<file path="config.mk">
export PLATFORM = sky130hd
export DESIGN_NAME = rtc_access_scheduler
export DESIGN_NICKNAME = d
export VERILOG_FILES = /design/src/rtl/rtc_access_scheduler.sv
export SDC_FILE = /design/constraint.sdc
export NUM_CORES = 1
export LEC_CHECK = 0
export ABC_AREA = 1
export BUFFER_PORTS_ARGS = -buffer_cell sky130_fd_sc_hd__buf_4
export CAP_MARGIN = 0
export CORE_UTILIZATION = 59
export CTS_BUF_LIST = sky130_fd_sc_hd__clkbuf_4
export CTS_CLUSTER_DIAMETER = 60
export DETAILED_ROUTE_END_ITERATION = 8
export PLACE_DENSITY = 0.82
export SLEW_MARGIN = 20
export SYNTH_ARGS = -nofsm -noshare
export SYNTH_HDL_FRONTEND = slang
export SYNTH_SLANG_ARGS = --single-unit
</file>
<file path="constraint.sdc">
create_clock -name Clock_in -period 4.7 [get_ports Clock_in]
set_input_delay 0.705 -clock Clock_in [delete_from_list [all_inputs] [get_ports Clock_in]]
set_output_delay 0.705 -clock Clock_in [all_outputs]
set_load 0.01 [all_outputs]
</file>
<file path="src/rtl/rtc_access_scheduler.sv">
// rtl/rtc_access_scheduler.sv - shares the RTC bus-cycle engine between a periodic refresh sweep and a user write port
// Read data lands in a shadow bank and is published to rd_bank only when a sweep completes.
module rtc_access_scheduler #(
   parameter int         N_READ_REGS = 3,
   parameter logic [7:0] READ_BASE   = 8'h21,
   parameter int         REFRESH_DIV = 10_000_000,
   parameter int         TIMEOUT     = 255
) (
   input  logic                     Clock_in,
   input  logic                     Reset,
   input  logic                     wr_req,
   input  logic [7:0]               wr_addr,
   input  logic [7:0]               wr_data,
   output logic                     wr_ack,
   output logic                     cyc_start,
   output logic                     cyc_write,
   output logic [7:0]               cyc_addr,
   output logic [7:0]               cyc_wdata,
   input  logic                     cyc_done,
   input  logic [7:0]               cyc_rdata,
   output logic [8*N_READ_REGS-1:0] rd_bank,
   output logic                     rd_valid,
   output logic                     busy,
   output logic                     timeout_err
);

   localparam int IDX_W  = (N_READ_REGS > 1) ? $clog2(N_READ_REGS) : 1;
   localparam int CNT_W  = (REFRESH_DIV > 1) ? $clog2(REFRESH_DIV) : 1;
   localparam int WAIT_W = $clog2(TIMEOUT + 1);

   localparam logic [CNT_W-1:0]  CNT_RELOAD = CNT_W'(REFRESH_DIV - 1);
   localparam logic [WAIT_W-1:0] WAIT_LIMIT = WAIT_W'(TIMEOUT - 1);
   localparam logic [IDX_W-1:0]  LAST_IDX   = IDX_W'(N_READ_REGS - 1);

   localparam logic [2:0] IDLE    = 3'd0;
   localparam logic [2:0] ISSUE   = 3'd1;
   localparam logic [2:0] WAIT    = 3'd2;
   localparam logic [2:0] CAPTURE = 3'd3;
   localparam logic [2:0] SELECT  = 3'd4;
   localparam logic [2:0] ABORT   = 3'd5;

   logic [2:0]        state;
   logic [CNT_W-1:0]  refresh_cnt;
   logic              tick;
   logic              sweep_pending;
   logic              sweep_active;
   logic [IDX_W-1:0]  index;
   logic [WAIT_W-1:0] wait_cnt;
   logic [7:0]        shadow [N_READ_REGS];
   logic              sweep_last;
   logic [7:0]        next_read_addr;

   assign tick           = (refresh_cnt == '0);
   assign busy           = (state != IDLE);
   // A write never interleaves after the final read, so a read at LAST_IDX closes the sweep.
   assign sweep_last     = sweep_active && !cyc_write && (index == LAST_IDX);
   assign next_read_addr = READ_BASE + 8'(index) + 8'd1;

   always_ff @(posedge Clock_in or posedge Reset) begin
      if (Reset) begin
         refresh_cnt <= CNT_RELOAD;
      end else if (tick) begin
         refresh_cnt <= CNT_RELOAD;
      end else begin
         refresh_cnt <= refresh_cnt - 1'b1;
      end
   end

   always_ff @(posedge Clock_in or posedge Reset) begin
      if (Reset) begin
         state         <= IDLE;
         sweep_pending <= 1'b0;
         sweep_active  <= 1'b0;
         index         <= '0;
         wait_cnt      <= '0;
         cyc_start     <= 1'b0;
         cyc_write     <= 1'b0;
         cyc_addr      <= 8'h00;
         cyc_wdata     <= 8'h00;
         wr_ack        <= 1'b0;
         rd_valid      <= 1'b0;
         timeout_err   <= 1'b0;
         rd_bank       <= '0;
         for (int i = 0; i < N_READ_REGS; i++) begin
            shadow[i] <= 8'h00;
         end
      end else begin
         cyc_start <= 1'b0;
         wr_ack    <= 1'b0;
         rd_valid  <= 1'b0;

         // Ticks landing while a sweep is queued or running fold into the same sweep_pending.
         if (tick) begin
            sweep_pending <= 1'b1;
         end

         case (state)
            IDLE: begin
               if (wr_req) begin
                  cyc_write <= 1'b1;
                  cyc_addr  <= wr_addr;
                  cyc_wdata <= wr_data;
                  state     <= ISSUE;
               end else if (sweep_pending) begin
                  cyc_write    <= 1'b0;
                  cyc_addr     <= READ_BASE;
                  cyc_wdata    <= 8'h00;
                  index        <= '0;
                  sweep_active <= 1'b1;
                  state        <= ISSUE;
               end
            end

            ISSUE: begin
               cyc_start <= 1'b1;
               wait_cnt  <= '0;
               state     <= WAIT;
            end

            WAIT: begin
               if (cyc_done) begin
                  if (cyc_write) begin
                     wr_ack <= 1'b1;
                  end else begin
                     shadow[index] <= cyc_rdata;
                  end
                  timeout_err <= 1'b0;
                  state       <= CAPTURE;
               end else if (wait_cnt == WAIT_LIMIT) begin
                  timeout_err <= 1'b1;
                  state       <= ABORT;
               end else begin
                  wait_cnt <= wait_cnt + 1'b1;
               end
            end

            CAPTURE: begin
               if (sweep_last) begin
                  for (int i = 0; i < N_READ_REGS; i++) begin
                     rd_bank[i*8 +: 8] <= shadow[i];
                  end
                  rd_valid <= 1'b1;
               end
               state <= SELECT;
            end

            SELECT: begin
               if (!sweep_active) begin
                  state <= IDLE;
               end else if (sweep_last) begin
                  sweep_active  <= 1'b0;
                  sweep_pending <= 1'b0;
                  index         <= '0;
                  state         <= IDLE;
               end else if (wr_req) begin
                  cyc_write <= 1'b1;
                  cyc_addr  <= wr_addr;
                  cyc_wdata <= wr_data;
                  state     <= ISSUE;
               end else begin
                  index     <= index + 1'b1;
                  cyc_write <= 1'b0;
                  cyc_addr  <= next_read_addr;
                  cyc_wdata <= 8'h00;
                  state     <= ISSUE;
               end
            end

            ABORT: begin
               sweep_active  <= 1'b0;
               sweep_pending <= 1'b0;
               index         <= '0;
               state         <= IDLE;
            end

            default: state <= IDLE;
         endcase
      end
   end

endmodule

</file>
* Word level (Yosys, flattened, before mapping)
Index checks and enable logic that the tools add are counted.
** Word-level totals
- Register bits :: 108
- Output and inout port bits :: 46
- Logic and storage cells :: 116
** Operators by class
- Bitwise operators :: 2
- Add/subtract/negate cells :: 5
- Mux-type cells :: 55
- Order comparisons :: 2
- Equality and inequality tests :: 16
- Reduce and logical (&&, ||, !) cells :: 19
** Operators by type and width (number)
- 2-to-1 mux 8 bit :: 13
- one-hot mux 8 bit (2 select lines) :: 3
- bitwise mux 24 bit :: 1
- logical NOT 24 bit :: 1
- 2-to-1 mux 24 bit :: 1
- subtractor 24 x 1 -> 24 bit (second input constant) :: 1
- 2-to-1 mux 1 bit :: 22
- demux 8 bit (select 2 bit) :: 1
- one-hot mux 3 bit (5 select lines) :: 1
- 2-to-1 mux 3 bit :: 4
- != test 2 bit (second input constant) :: 6
- 2-to-1 mux 2 bit :: 5
- != test 3 bit (second input constant) :: 3
- AND reduction 3 bit :: 3
- adder 7 x 1 -> 8 bit (second input constant) :: 1
- adder 8 x 1 -> 8 bit (second input constant) :: 1
- equality test 8 bit (second input constant) :: 1
- adder 6 x 2 -> 7 bit (first input constant) :: 1
- equality test 3 x 2 -> 1 bit (second input constant) :: 2
- equality test 3 bit (second input constant) :: 2
- one-hot mux 2 bit (3 select lines) :: 1
- AND reduction 2 bit :: 3
- nonzero test 2 bit :: 3
- nonzero test 3 bit :: 2
- 14 further kinds :: 17

* Logic depth before layout (Yosys ltp)
Gate-level depths: netlist of run 1.
- Word-level depth :: 6
- Mapped depth :: 10
- Gate-level depth less buffers :: 9

* Worst setup path before layout of run 1
No wires, ideal clock.
- Kind :: input port to flip-flop
- Start point :: input port wr_req
- End point :: register cyc_wdata[4]
- Arrival time :: 1.617 ns
- Buffers on the path :: 2
- Setup slack :: 2.966 ns
- Setup time :: 0.117 ns
- Cell stages on the path :: 9
- Data required time :: 4.583 ns
- Cell sequence :: buf_2 inv_1 nand4_1 nand2_2 nor2_8 nand2_4 buf_6 nand2_1 nand2_1
** Between the ends
- Longest elaborated chain between the ends :: 4
- Elaborated cells on any way between the ends :: 7
** Ends and longest elaborated chain
- start, declared :: RTL line 11 : input logic wr_req,
- 2-to-1 mux 8 bit :: RTL line 155 : end else if (wr_req) begin
- 2-to-1 mux 8 bit :: RTL line 150 : end else if (sweep_last) begin
- 2-to-1 mux 8 bit :: RTL line 148 : if (!sweep_active) begin
- one-hot mux 8 bit (2 select lines) :: RTL line 97 : case (state)
- end signal, assigned :: RTL line 102 : cyc_wdata <= wr_data;
- end signal, assigned :: RTL line 158 : cyc_wdata <= wr_data;
- end, declared :: RTL line 18 : output logic [7:0] cyc_wdata,
Several ways; a longest one is shown, not always the timed one. The select of a mux whose other input is x is not followed.
A chain may end at the register's enable or synchronous reset.

* Worst setup path in the final report of run 1
- Start point :: register cyc_write
- End point :: register rd_bank[14]
** Between the ends
- Longest elaborated chain between the ends :: 4
** Ends and longest elaborated chain
- start, declared :: RTL line 16 : output logic cyc_write,
- start signal, assigned :: RTL line 77 : cyc_write <= 1'b0;
- start signal, assigned :: RTL line 100 : cyc_write <= 1'b1;
- start signal, assigned :: RTL line 105 : cyc_write <= 1'b0;
- logical NOT 1 bit :: RTL line 56 : assign sweep_last = sweep_active && !cyc_write && (index == LAST_IDX);
- logical AND 1 bit (2 in a row) :: RTL line 56
- AND reduction 2 bit (no source line)
- end signal, assigned by index :: RTL line 140 : rd_bank[i*8 +: 8] <= shadow[i];
- end, declared :: RTL line 21 : output logic [8*N_READ_REGS-1:0] rd_bank,
No other way between the ends.

==> results of run 1 <==
-- report_power, final --
part           switching, W  leakage, nW  internal, W
combinational      0.000419         1.62     0.000263
sequential         0.000118         1.42      0.00109
clock              0.000335       0.0896     0.000182
-- state kept, by name, summed over array words and instances (netlist names) --
name	count
rd_valid	1
cyc_write	1
sweep_active	1
state	3
cyc_start	1
wr_ack	1
sweep_pending	1
wait_cnt	8
rd_bank	24
shadow	24
index	2
cyc_addr	8
timeout_err	1
refresh_cnt	24
cyc_wdata	8
-- layout by cell type, fill, tap and decap left out --
master     netlist  layout
nand2_1        233     233
o21a_1           1       1
nor3_4           1       1
or2_2            5       5
inv_2            5       5
nor2_4           1       1
inv_6            0       2
buf_4            1      74
nor3_1           3       3
xor2_1           8       8
nand3_2          1       1
ha_1             3       3
bufinv_16        0       1
o21ai_1         14      14
nand4_1          8       8
inv_8            0       3
dfstp_2         14      14
a21oi_1          3       3
nor2_2           1       1
xnor2_1          7       7
inv_1           43      42
nand2_4          4       4
clkinv_2         1       1
clkinv_8         0       1
nor2_8           2       2
nand2_2          4       4
inv_4            0       1
nand3_1         38      38
dfrtp_1         94      94
o21ai_0         17      17
nor2_1          68      68
clkbuf_4         0       9
o21bai_1         1       1
nand3b_1        13      13
-- layout make-up --
class | count | share of cell area (%)
sequential | 108 | 47.0
multi-input combinational | 436 | 35.0
timing repair buffer | 74 | 9.61
inverter | 49 | 3.25
tap | 105 | 2.27
clock inverter | 7 | 1.69
clock buffer | 9 | 1.17
-- through the flow --
step	total power, W	area [um^2]
floorplan	0.00167	5030
global placement	0.00188	5620
detailed placement	0.00191	5620
CTS	0.00242	5780
global route	0.00256	5780
finish	0.00240	5780
-- worst max-delay path, cell delays in order (launching register included) --
cell and delay (ns):
dfrtp_1 0.51, inv_1 0.10, nand3_1 0.14, inv_2 0.06, nand2_1 0.60, clkinv_2 0.54
nand2_1 0.18, nand2_1 0.07
-- kinds of logic after synthesis --
logic type,Yosys count,share of synthesized area (%)
AND/OR/NAND/NOR,382,33.2
flip-flops,108,54.1
buffers and inverters,62,5.74
AO/OA/AOI/OAI,36,3.68
XOR/XNOR,15,2.61
adder cells (fa/ha/maj),3,0.746
-- layer usage --
| metal | wire length (um) | vias up | global-route usage [%] |
|---|---|---|---|
| met5 | 0 | - | 0 |
| li1 | - | 2043 | - |
| met1 | 4480 | 1965 | 33.3 |
| met4 | 215 | 0 | 9.10 |
| met2 | 5190 | 92 | 43.5 |
| met3 | 432 | 18 | 4.99 |
-- how the worst max path moves through the flow --
stage | startpoint | end | depth (start not counted)
2_1_floorplan | Reset | cyc_addr[0] | 1
3_3_place_gp | cyc_write | rd_bank[13] | 7
3_5_place_dp | cyc_write | rd_bank[14] | 7
4_1_cts | cyc_write | rd_bank[18] | 7
5_1_grt | cyc_write | rd_bank[4] | 7
6_report | cyc_write | rd_bank[14] | 7
==> summary.txt, run 1 <==
Status
  – Outcome: complete, no violations

Global route
  – Pin count of the biggest net entering global routing: 67
  – Gr usage total: 25.8%
  – First-pass GRT wire length: 17900 um
  – Vias in the first global route: 3969
  – Initial antenna violation count: 0
  – Global route overflow: 0

Routing
  – Wirelength per Cell: 13.1 um
  – Total wire length: 10300 um
  – Residual DRC: 0
  – Number of DRC markers in iteration 0: 174
  – Drt first pass iters: 4
  – Detailed-route via count: 4118
  – Via density: 5.23
  – Antenna Nets Post-Route: 0

Timing
  – Fin Setup TNS: 0 ns
  – Fin crit period: 2.30 ns
  – Worst Max-Slew Pin Slew: 0.825 ns
  – Final worst slack: 2.40 ns
  – Tcrit/Tclk final: 48.9%
  – Worst relative slew slack: 44.9%
  – Final hold vios: 0
  – Final Setup Violations: 0
  – Clock Skew: 0.0143 ns
  – Unrepaired setup endpoints after global routing: false
  – Fmax: 435 MHz
  – Hold WS: 0.366 ns
  – Fin. max-slew vios: 0

Floorplan
  – Die ar.: 8900 um^2
  – Die H: 94.3 um
  – Row cnt: 33
  – Starting density of the core: 61.2%
  – I/O pin cnt: 74
  – Die Wd: 94.3 um
  – Core area: 8220 um^2

CTS
  – Setup Fix Bufs, Post-CTS: 0
  – Clk Latency, worst-skew pair: 0.46 ns
  – CTS buffer count: 9
  – Max H-tree Level: 3
  – Clock Sinks: 108
  – Root Driver: clkbuf_4
  – Clock Path Buffers: 2
  – Clock-pin slew on the worst setup and hold paths: 0.18 ns
  – Hold buffer count at CTS: 0
  – CTS tree: yes
  – CTS resizes: 0

Yosys
  – Mean Syn Cell Area: 8.30 um^2
  – Number of synthesized flops with an enable pin: 0
  – Synth top cells by count: nand2_1 (233), dfrtp_1 (94), nor2_1 (68)
  – Post-synth cell types: 31
  – Top cells by area, synth: dfrtp_1 (47%), nand2_1 (17%), dfstp_2 (7.3%)
  – Synth Net Count: 637
  – Syn. warnings: 0
  – Synthesis-stage register bit count: 108
  – Synth async-reset ratio: 100%
  – Post-Syn Instances: 606
  – Yosys top cell by area: dfrtp_1
  – Register area share after synthesis: 54.1%
  – Yosys top cell area share: 46.8%
  – Top_reg_cell synth: dfrtp_1
  – Most common cell in the netlist: nand2_1
  – Mapped Area: 5030 um^2

Power
  – Leakage power: 3.13 nW
  – Worst vdd ir: 0.239 mV
  – Pwr dens: 415 nW/um^2

Setup path
  – Worst r2r src: cyc_write
  – Worst EP required: 5.08 ns
  – Crit start category: flop
  – Reg2Reg Depth: 7
  – Crit Path Category: reg2reg
  – RR Endpoint: rd_bank[14]
  – CP endpoint kind: flop
  – CP max FO: 25
  – Worst Path Arrival: 2.68 ns
  – R2R Setup Slk: 2.40 ns

Placement
  – Placed Cells: 772
  – PortBufs: 73
  – DP Wirelength: 7240 um
  – Dpl ws: 2.39 ns
  – Placer Congestion: 0.908

Finish
  – NumNets Final: 709
  – Sequential Area: 2720 um^2
  – Multi-input gate area: 2020 um^2
  – Share of cells above drive strength 1: 19.0%
  – Layout area overhead: 14.9%
  – # fillers: 659
  – Final Core Density: 70.4%
  – Ant diodes: 0
  – Non-Filler Instances: 788

Job
  – Max_cap viols: 0

Min path
  – Hold WC Path Type: in2async
Note: power is estimated with default switching activity, not from simulation.
==> run 2, diff against run 1 <==
Clock period 4.7 ns to 2.4 ns, I/O delays scaled along.
==> run 2 against run 1 <==
Non-clock buffer count rose by 4. Via count rose by 0.34%. Total power rose by 91%. Clock power rose by 72%. Cell area rose by 0.19%. Maximum frequency rose by 20%. Sequential power rose by 98%. Largest power group unchanged. Highest routed layer unchanged.
==> summary.txt, run 2 (synthesized netlist as in run 1, its figures left out) <==
Timing
  – Fin Setup TNS: 0 ns (unchanged)
  – Clock Skew: 0.0218 ns (+0.00748 ns)
  – Final hold vios: 0 (unchanged)
  – Worst relative slew slack: 63.9% (+19 points)
  – Tcrit/Tclk final: 79.8% (+31 points)
  – Final Setup Violations: 0 (unchanged)
  – Fin crit period: 1.92 ns (-0.383 ns)
  – Fmax: 522 MHz (+20%)
  – Unrepaired setup endpoints after global routing: false
  – Worst Max-Slew Pin Slew: 0.540 ns (-0.285 ns)
  – Fin. max-slew vios: 0 (unchanged)

Floorplan
  – Starting density of the core: 61.2% (unchanged)
  – Die Wd: 94.3 um (unchanged)
  – Die ar.: 8900 um^2 (unchanged)
  – Row cnt: 33 (unchanged)
  – Die H: 94.3 um (unchanged)
  – I/O pin cnt: 74 (unchanged)
  – Core area: 8220 um^2 (unchanged)

Finish
  – Leading registers by flop count: rd_bank: 24 flops, refresh_cnt: 24 flops, shadow: 24 flops
  – Ant diodes: 0 (unchanged)
  – Final Cell Area: 5790 um^2 (+0.19%)
  – Commonest non-fill, non-tap cell in the layout: nand2_1
  – NumNets Final: 713 (+0.56%)
  – Share of cells above drive strength 1: 19.2% (+0.18 points)
  – Most frequent cells in the layout: nand2_1 (233), dfrtp_1 (94), buf_4 (76), nor2_1 (68), inv_1 (42)
  – Layout area overhead: 15.1%

Global route
  – Pin count of the biggest net entering global routing: 65 (-3.0%)
  – Initial antenna violation count: 0 (unchanged)
  – Gr usage total: 25.5% (-0.25 points)
  – Global route overflow: 0 (unchanged)
  – Vias in the first global route: 3934 (-0.88%)
  – First-pass GRT wire length: 17700 um (-1.3%)

Power
  – Leakage power: 3.13 nW (about the same)
  – Worst vdd ir: 0.378 mV (+58%)
  – Pwr dens: 793 nW/um^2 (+91%)
  – Total power: 0.00459 W (+91%)

Routing
  – Residual DRC: 0 (unchanged)
  – Via density: 5.22 (-0.17%)
  – Number of DRC markers in iteration 0: 145 (-17%)
  – Total wire length: 10600 um (+3.0%)
  – Drt first pass iters: 4 (unchanged)
  – Detailed-route via count: 4132 (+0.34%)
  – Antenna Nets Post-Route: 0 (unchanged)
  – Wirelength per Cell: 13.4 um (+2.5%)

Placement
  – DP Wirelength: 7730 um (+6.8%)
  – PortBufs: 73 (unchanged)
  – Placer Congestion: 0.926 (+2.0%)
  – Placed Area: 5650 um^2 (+0.65%)

Setup path
  – Worst EP required: 2.76 ns (-2.32 ns)
  – Crit Path Category: reg2reg
  – Worst Path Arrival: 2.27 ns (-0.41 ns)
  – CP max FO: 10 (-60%)
  – Peak per-stage delay on the critical path: 0.41 ns (-0.19 ns)
  – Crit-path cells: inv_1 -> ha_1 -> nand2_1 -> nor2_1 -> nand3_2 -> inv_1 -> nor2_1
  – CP endpoint kind: flop
  – Crit start category: flop
  – Critical-path top delay cell: dfstp_2

CTS
  – Max H-tree Level: 3 (unchanged)
  – Root Driver: clkbuf_4
  – CTS resizes: 0 (unchanged)
  – Clock Path Buffers: 2 (unchanged)
  – Clk Latency, worst-skew pair: 0.46 ns (about the same)
  – CTS buffer count: 9 (unchanged)
  – Clock Sinks: 108 (unchanged)
  – CTS tree: yes
  – Clock-pin slew on the worst setup and hold paths: 0.17 ns (about the same)

Status
  – Outcome: complete, no violations

Job
  – Max_cap viols: 0 (unchanged)

Min path
  – Hold WC Path Type: in2reg
run 2: cell count changes in the layout (fill, tap and decap cells not counted):
cell,before,now
bufinv_16,1,0
clkinv_4,0,1
inv_4,1,0
inv_6,2,1
clkinv_8,1,0
clkinv_1,0,1
clkbuf_4,9,10
buf_12,0,1
dlygate4sd3_1,0,1
clkinvlp_4,0,1
buf_4,74,76
run 2: worst max-delay path, delay by kind of cell, from the launching register on:
kind | cells | cell delay [ns]
DFF | 1 | 0.41
buffers and inverters | 2 | 0.33
and+or+nand+nor | 4 | 0.79
adders and majority gates | 1 | 0.29
run 2: metal layers:
layer,up-vias,routed length (um),GRT usage (%)
met4,0,97,8.33
met5,-,0,0
met3,10,420,4.91
met1,1980,4600,31.4
li1,2048,-,-
met2,94,5510,45.1
run 2: worst paths after layout:
check	start	end	slack [ns]	cells past startpoint
max reg2reg	refresh_cnt[0]	refresh_cnt[7]	0.48	7
max in group asynchronous	Reset	refresh_cnt[9]	1.21	4
max	refresh_cnt[0]	refresh_cnt[7]	0.48	7
min	cyc_rdata[7]	shadow[23]	0.18	3
min in group asynchronous	Reset	rd_bank[23]	0.45	3
min reg2reg	refresh_cnt[0]	refresh_cnt[0]	0.49	1
run 2: cell type report:
class	count	area (um^2)
clock buffers	10	75.1
clock inverters	6	55.1
fillers	643	2420
inverters	49	189
multi-input cells	436	2020
flip-flops and latches	108	2720
well taps	105	131
repair buffers	78	601
run 2: stage by stage:
| stage | instances | setup WS [ns] | util [%] | hold slack (ns) |
|---|---|---|---|---|
| after detailed placement | 775 | 0.535 | 68.8 | 0.427 |
| after global routing | 792 | 0.368 | 70.5 | 0.154 |
| after CTS | 792 | 0.513 | 70.5 | 0.154 |
| final | 792 | 0.484 | 70.5 | 0.181 |
| after floorplan | 606 | 0.750 | - | 0.437 |
| after global placement | 775 | 0.666 | 68.8 | 0.421 |
run 2: power by group:
| group | internal (W) | switching [W] | total, W |
|---|---|---|---|
| logic | 0.000523 | 0.000813 | 0.00134 |
| registers | 0.00213 | 0.000241 | 0.00237 |
| clock network | 0.000251 | 0.000637 | 0.000887 |
run 2: timing repair:
| action | in CTS | in global routing |
|---|---|---|
| setup buffers | 0 | 0 |
| endpoints found under the hold margin | 19 | 0 |
| hold buffers | 1 | 0 |
